**config.mk**
```make
export PLATFORM = sky130hd
export DESIGN_NAME = payload_streamer
export DESIGN_NICKNAME = d
export VERILOG_FILES = /design/src/rtl/payload_streamer.sv
export SDC_FILE = /design/constraint.sdc
export NUM_CORES = 1
export LEC_CHECK = 0
export BUFFER_PORTS_ARGS = -buffer_cell sky130_fd_sc_hd__buf_4
export CAP_MARGIN = 10
export CORE_AREA = 8 8 174 176
export CTS_BUF_LIST = sky130_fd_sc_hd__clkbuf_16
export CTS_CLUSTER_SIZE = 28
export DETAILED_ROUTE_END_ITERATION = 10
export DIE_AREA = 0 0 182 184
export GPL_ROUTABILITY_DRIVEN = 1
export SYNTH_ARGS = -nofsm -noshare
export SYNTH_HDL_FRONTEND = slang
export SYNTH_SLANG_ARGS = --single-unit
```
**constraint.sdc**
```tcl
create_clock -name clk -period 2.58 [get_ports clk]
set_input_delay 0.258 -clock clk [delete_from_list [all_inputs] [get_ports clk]]
set_output_delay 0.258 -clock clk [all_outputs]
set_load 0.05 [all_outputs]
```
**src/rtl/payload_streamer.sv**
```systemverilog
// Consumer end of the PE payload arbitration handshake: pops the granted PE's
// payload words one at a time and streams them on a valid/ready port.
module payload_streamer #(
    parameter int unsigned NUM_PE = 10,
    parameter int unsigned DATA_W = 32,
    parameter int unsigned LEN_W  = 8
) (
    input  logic                     clk,
    input  logic                     rst_n,
    input  logic                     enable_arbiter,
    input  logic [7:0]               current,
    input  logic [NUM_PE*LEN_W-1:0]  pe_len,
    input  logic [NUM_PE*DATA_W-1:0] pe_rd_data,
    output logic [NUM_PE-1:0]        pe_rd_en,
    output logic [DATA_W-1:0]        out_data,
    output logic                     out_valid,
    input  logic                     out_ready,
    output logic                     out_sop,
    output logic                     out_eop,
    output logic                     last,
    output logic                     busy,
    output logic                     err_grant
);

    localparam int unsigned CUR_W = 8;

    typedef enum logic [2:0] {
        IDLE  = 3'd0,
        FETCH = 3'd1,
        WAIT  = 3'd2,
        SEND  = 3'd3,
        DONE  = 3'd4
    } state_t;

    state_t              state, state_d;
    logic [CUR_W-1:0]    idx, idx_d;
    logic [LEN_W-1:0]    remaining, remaining_d;
    logic                first, first_d;
    logic [NUM_PE-1:0]   pe_rd_en_d;
    logic [DATA_W-1:0]   out_data_d;
    logic                out_valid_d, out_sop_d, out_eop_d;
    logic                last_d, busy_d, err_grant_d;

    logic                grant_legal;
    logic [LEN_W-1:0]    grant_len;
    logic [NUM_PE-1:0]   grant_onehot;
    logic [DATA_W-1:0]   idx_data;
    logic [NUM_PE-1:0]   idx_onehot;

    assign grant_legal = 32'(current) < NUM_PE;

    // Per-PE selects by compare loop so an out-of-range index simply selects nothing
    always_comb begin
        grant_len    = '0;
        grant_onehot = '0;
        idx_data     = '0;
        idx_onehot   = '0;
        for (int unsigned i = 0; i < NUM_PE; i++) begin
            if (current == CUR_W'(i)) begin
                grant_len       = pe_len[i*LEN_W +: LEN_W];
                grant_onehot[i] = 1'b1;
            end
            if (idx == CUR_W'(i)) begin
                idx_data      = pe_rd_data[i*DATA_W +: DATA_W];
                idx_onehot[i] = 1'b1;
            end
        end
    end

    // Next-state and next-output logic
    always_comb begin
        state_d     = state;
        idx_d       = idx;
        remaining_d = remaining;
        first_d     = first;
        pe_rd_en_d  = '0;
        out_data_d  = out_data;
        out_valid_d = out_valid;
        out_sop_d   = out_sop;
        out_eop_d   = out_eop;
        last_d      = 1'b0;
        err_grant_d = 1'b0;

        case (state)
            IDLE: begin
                if (enable_arbiter) begin
                    idx_d   = current;
                    first_d = 1'b1;
                    if (grant_legal) begin
                        remaining_d = grant_len;
                        if (grant_len != '0) begin
                            state_d    = FETCH;
                            pe_rd_en_d = grant_onehot;
                        end else begin
                            state_d = DONE;
                            last_d  = 1'b1;
                        end
                    end else begin
                        remaining_d = '0;
                        err_grant_d = 1'b1;
                        state_d     = DONE;
                        last_d      = 1'b1;
                    end
                end
            end
            FETCH: begin
                state_d = WAIT;
            end
            WAIT: begin
                out_data_d  = idx_data;
                out_eop_d   = (remaining == LEN_W'(1));
                out_sop_d   = first;
                out_valid_d = 1'b1;
                state_d     = SEND;
            end
            SEND: begin
                if (out_ready) begin
                    out_valid_d = 1'b0;
                    out_sop_d   = 1'b0;
                    out_eop_d   = 1'b0;
                    first_d     = 1'b0;
                    remaining_d = remaining - LEN_W'(1);
                    if (remaining > LEN_W'(1)) begin
                        state_d    = FETCH;
                        pe_rd_en_d = idx_onehot;
                    end else begin
                        state_d = DONE;
                        last_d  = 1'b1;
                    end
                end
            end
            DONE: begin
                state_d = IDLE;
            end
            default: begin
                state_d = IDLE;
            end
        endcase

        // A grant arriving while a payload is in flight is dropped and flagged
        if (enable_arbiter && (state != IDLE)) begin
            err_grant_d = 1'b1;
        end

        busy_d = (state_d != IDLE);
    end

    // State and registered outputs
    always_ff @(posedge clk or negedge rst_n) begin
        if (!rst_n) begin
            state     <= IDLE;
            idx       <= '0;
            remaining <= '0;
            first     <= 1'b0;
            pe_rd_en  <= '0;
            out_data  <= '0;
            out_valid <= 1'b0;
            out_sop   <= 1'b0;
            out_eop   <= 1'b0;
            last      <= 1'b0;
            busy      <= 1'b0;
            err_grant <= 1'b0;
        end else begin
            state     <= state_d;
            idx       <= idx_d;
            remaining <= remaining_d;
            first     <= first_d;
            pe_rd_en  <= pe_rd_en_d;
            out_data  <= out_data_d;
            out_valid <= out_valid_d;
            out_sop   <= out_sop_d;
            out_eop   <= out_eop_d;
            last      <= last_d;
            busy      <= busy_d;
            err_grant <= err_grant_d;
        end
    end

endmodule

```
# Yosys cells after proc, flatten, opt, wreduce, memory -nomap -nowiden
# Cells that the tools add are included.
[totals] word_cells=123 inputBits=412 ff_bits=68 out_inout_bits=48
[classes] reduce_logical=12 muxes=72 add_sub_neg=1 order_cmp=2 eq_ne=24
[op_table] operator="32-bit two-way mux" n=10
[op_table] operator="8-bit two-way mux" n=13
[op_table] operator="8-bit by 3-bit equality test with 1-bit output (second input constant)" n=8
[op_table] operator="10-bit two-way mux" n=5
[op_table] operator="8-bit by 2-bit equality test with 1-bit output (second input constant)" n=4
[op_table] operator="8-bit by 4-bit equality test with 1-bit output (second input constant)" n=4
[op_table] operator="1-bit two-way mux" n=31
[op_table] operator="8-bit by 1-bit equality test with 1-bit output (second input constant)" n=3
[op_table] operator="10-bit case mux with 2 select lines" n=1
[op_table] operator="8-bit logical NOT" n=2
[op_table] operator="8-bit case mux with 2 select lines" n=1
[op_table] operator="3-bit two-way mux" n=5
[op_table] operator="3-bit case mux with 4 select lines" n=1
[op_table] operator="1-bit case mux with 2 select lines" n=5
[op_table] operator="8-bit by 1-bit greater-than comparator with 1-bit output (second input constant)" n=1
[op_table] operator="8-bit by 4-bit < comparator with 1-bit output (second input constant)" n=1
[op_table] operator="8-bit nonzero test" n=1
[op_table] operator="8-bit by 1-bit subtractor with 8-bit output (second input constant)" n=1
[op_table] operator="3-bit by 2-bit equality test with 1-bit output (second input constant)" n=2
[op_table] operator="3-bit nonzero test" n=2
[op_table] operator="2-bit inequality test (second input constant)" n=2
[op_table] operator="2-bit AND reduction" n=2
[op_table] operator="2-bit nonzero test" n=2
[op_table] operator="3-bit by 1-bit equality test with 1-bit output (second input constant)" n=1
[op_table] operator="other kinds (3)" n=3

# Longest topological paths before layout
[depth] ltp_word=17 ltp_mapped=10 ltp_nobuf=7

# Least setup slack after synthesis
# Ideal clock, no wire load.
[synth_path] path_type="reg-to-reg" start="register idx[5]" end="register out_data[9]" required_time_ns=2.445 setup_slack_ns=0.353 setup_time_ns=0.135 arrival_time_ns=2.092 synth_period_minus_slack_ns=2.227 path_stages_with_launch=9 path_cell_list="dfrtp_1 -> or4_1 -> nor3b_2 -> and2_1 -> clkbuf_1 -> nor2_1 -> nand2_1 -> buf_2 -> o22ai_1"
[synth_between] elab_chain_len=11 elab_cells_between_ends=20
[synth_rtl] item="start, declared" line_no="36" rtl="logic [CUR_W-1:0] idx, idx_d;"
[synth_rtl] item="start signal, assigned" line_no="165" rtl="idx <= idx_d;"
[synth_rtl] item="8-bit logical NOT" line_no="63" rtl="if (idx == CUR_W'(i)) begin"
[synth_rtl] item="32-bit two-way mux (9 in series)" line_no="63"
[synth_rtl] item="32-bit two-way mux *" line_no="63"
[synth_rtl] item="end signal, assigned" line_no="169" rtl="out_data <= out_data_d;"
[synth_rtl] item="end, declared" line_no="15" rtl="output logic [DATA_W-1:0] out_data,"
# Mark *: on every way between the ends. The rest lies on a longest branch, timed or not.
# A chain may end at the register's enable or synchronous reset.

# Final worst setup path
[layout_path] start="register idx[5]" end="register out_data[10]"
# The elaborated chain is that of the path after synthesis.

==> impl_metrics.toml <==
[synthesis]
synth-async-reset-ratio = 1.00
synth-edff-count = 0
synth_cells = 741
ys_warn_count = 0
synth_area_per_cell_um2 = 8.12
synth_seq_area_share = 0.283
synthDistinctLibCells = 67
netlist_area_um2 = 6010
synth_top_area_share = 0.283
ys_top_cells_by_area = "dfrtp_1 (28%), mux2i_1 (11%), o21ai_0 (6.1%)"
syn_nets = 1155
ys_seq_elements = 68
yosysTopAreaCell = "dfrtp_1"
synth_ff_type = "dfrtp_1"

[run]
drv_cap = 0

[timing]
slew_headroom = 0.371
maxSlewViolCount = 0
fin_crit_sh = 0.951
worst_slew_pin_slew_ns = 0.944
skew_ns = 0.00981
hold_viol_final = 0
layout_setup_ws_ns = 0.127
setup-tns-final_ns = 0
whs_ns = 0.0650
max_freq_mhz = 408
finalSetupViolations = 0
rsz0062_at_grt = "false"
period_minus_slack_ns = 2.45

[finish]
multi_input_area_um2 = 4020
final_nets = 1604
syn_to_final_growth_pct = 72.5
post-route-util = 0.378
register_area_um2 = 1710
num-fill-cells = 2930
layout-drive-gt1-share = 0.469

[detailed_routing]
firstDrtPassIters = 5
detail_route.iter0.violations = 488
drcViolationCount = 0
antenna_left = 0
num_vias = 7993
wl_per_cell_um = 23.6
routed_wl_mm = 36.4
viasPerCell = 5.18

[floorplanning]
rows = 61
ioPinCount = 460
die_height_um = 184
dieArea_um2 = 33500
coreArea_um2 = 27500
start_util = 0.219
fp.dieW_um = 182

[clock_network]
cts_made_buffers = 9
hold_buffers = 0
cts_buffer_depth = 2
cts_setup_buffers = 0
cts_resized = 0
cts_root_buf = "clkbuf_16"
cts.sinks = 68
htreeDepth = 3
worst_skew_pair.late_latency_ns = 0.34
cts_tree = "done"
clkTransAtPathRegs_ns = 0.07

[global_routing]
grt_pass1_vias = 8269
grt_max_degree = 69
track_usage = 0.205
overflow = 0
grt_pass1_wl_mm = 52.1
antenna_found_initial = 4

[worst_setup_path]
worst_setup_path_end_kind = "flop"
critPathMaxFanout = 20
critical-path-slowest-cell = "or4_1"
critPathRequiredTime_ns = 2.87
crit_type = "flop to flop"
arrival_ns = 2.74
worst_setup_path_start_kind = "flop"
worstPathCellList = "or4_1 -> nor3b_2 -> and2_1 -> buf_4 -> a221o_1 -> o22a_1"
slowest_delay_ns = 0.58

[status]
status = "finished clean"

[place]
port_buffers = 459
dp_slack_ns = 0.0610
dp_hpwl_mm = 30.4
place.gp.congestion = 0.897

[power]
p_leak_nw = 4.79
irDropWorstVdd_mv = 0.395
power_density_nw_per_um2 = 887

[hold_path]
min_path_type = "primary input to async pin"
==> synthesized netlist by cell type, drive strengths merged, types with 7 or more instances <==
cell	count
buf	24
mux2i	68
o22ai	43
nand2	81
a22oi	16
a211oi	19
nor2	59
dfrtp	68
clkbuf	41
nor3	11
nand2b	7
nand3	9
mux2	27
and2	7
o21ai	88
nor2b	14
a31oi	7
a21oi	39
a221oi	38
==> state kept, by name, summed over array words and instances (netlist names) <==
| name | count |
|---|---|
| busy | 1 |
| err_grant | 1 |
| first | 1 |
| idx | 8 |
| last | 1 |
| out_data | 32 |
| out_eop | 1 |
| out_sop | 1 |
| out_valid | 1 |
| pe_rd_en | 10 |
| remaining | 8 |
| state | 3 |
==> cells by family after synthesis <==
| logic type | synth area share |
|---|---|
| AO/OA/AOI/OAI | 0.316 |
| adder cells (fa/ha/maj) | 0.00416 |
| buffers and inverters | 0.0514 |
| AND/OR/NAND/NOR | 0.166 |
| multiplexers | 0.179 |
| flip-flops | 0.283 |
==> power by group <==
| group | switching (W) | total, W | internal (W) | leakage, nW |
|---|---|---|---|---|
| clock | 0.000555 | 0.00132 | 0.000765 | 0.147 |
| sequential | 0.000374 | 0.00190 | 0.00152 | 0.844 |
| combinational | 0.00362 | 0.00599 | 0.00237 | 3.80 |
| total | 0.00455 | 0.00920 | 0.00466 | 4.79 |
==> layout make-up <==
| type | instances | area share |
|---|---|---|
| Clock buffer | 9 | 0.0217 |
| Multi-Input combinational cell | 602 | 0.388 |
| Inverter | 6 | 0.00217 |
| Clock inverter | 7 | 0.00784 |
| Antenna cell | 3 | 0.000724 |
| Tap cell | 346 | 0.0417 |
| Timing Repair Buffer | 503 | 0.374 |
| Sequential cell | 68 | 0.164 |
==> worst paths after layout <==
| kind | start | end | slack (ns) | depth (start not counted) |
|---|---|---|---|---|
| max in group asynchronous | rst_n | idx[0] | 1.81 | 1 |
| worst min register to register | first | out_sop | 0.47 | 2 |
| min in group clk | out_ready | state[1] | 0.13 | 2 |
| worst max register to register | idx[5] | out_data[10] | 0.13 | 6 |
| worst min-delay path | rst_n | busy | 0.07 | 1 |
| worst max-delay path | idx[5] | out_data[10] | 0.13 | 6 |
==> critical path: cells and delay by family (launching register included) <==
kind,cells,cell delay (ns)
flip-flops,1,0.39
AO/OA/AOI/OAI,2,0.44
AND/OR/NAND/NOR,3,1.26
buffers and inverters,1,0.30
==> through the flow <==
stage	total power, W	instance area [um^2]	std cells
2_1_floorplan	0.00555	6010	741
3_3_place_gp	0.00787	10100	1525
3_5_place_dp	0.00791	10100	1525
4_1_cts	0.00929	10400	1541
5_1_grt	0.00980	10400	1544
6_report	0.00920	10400	1544
==> layout by cell type, fill, tap and decap left out, drive strengths merged, types with 10 or more instances in the layout <==
master / count
o22ai: 43
mux2: 27
mux2i: 68
nor2b: 14
o21ai: 88
a21oi: 39
a221oi: 38
nand2: 81
buf: 503
a22oi: 16
a211oi: 19
inv: 10
nor2: 59
dfrtp: 68
nor3: 11
==> routing by layer <==
layer | track usage | up-vias | routed length [um]
met2 | 0.347 | 420 | 17900
li1 | - | 3751 | -
met1 | 0.247 | 3773 | 14500
met3 | 0.0571 | 47 | 3270
met4 | 0.0699 | 2 | 828
met5 | 0 | - | 13
No activity file was read; power rests on OpenSTA's default activity.
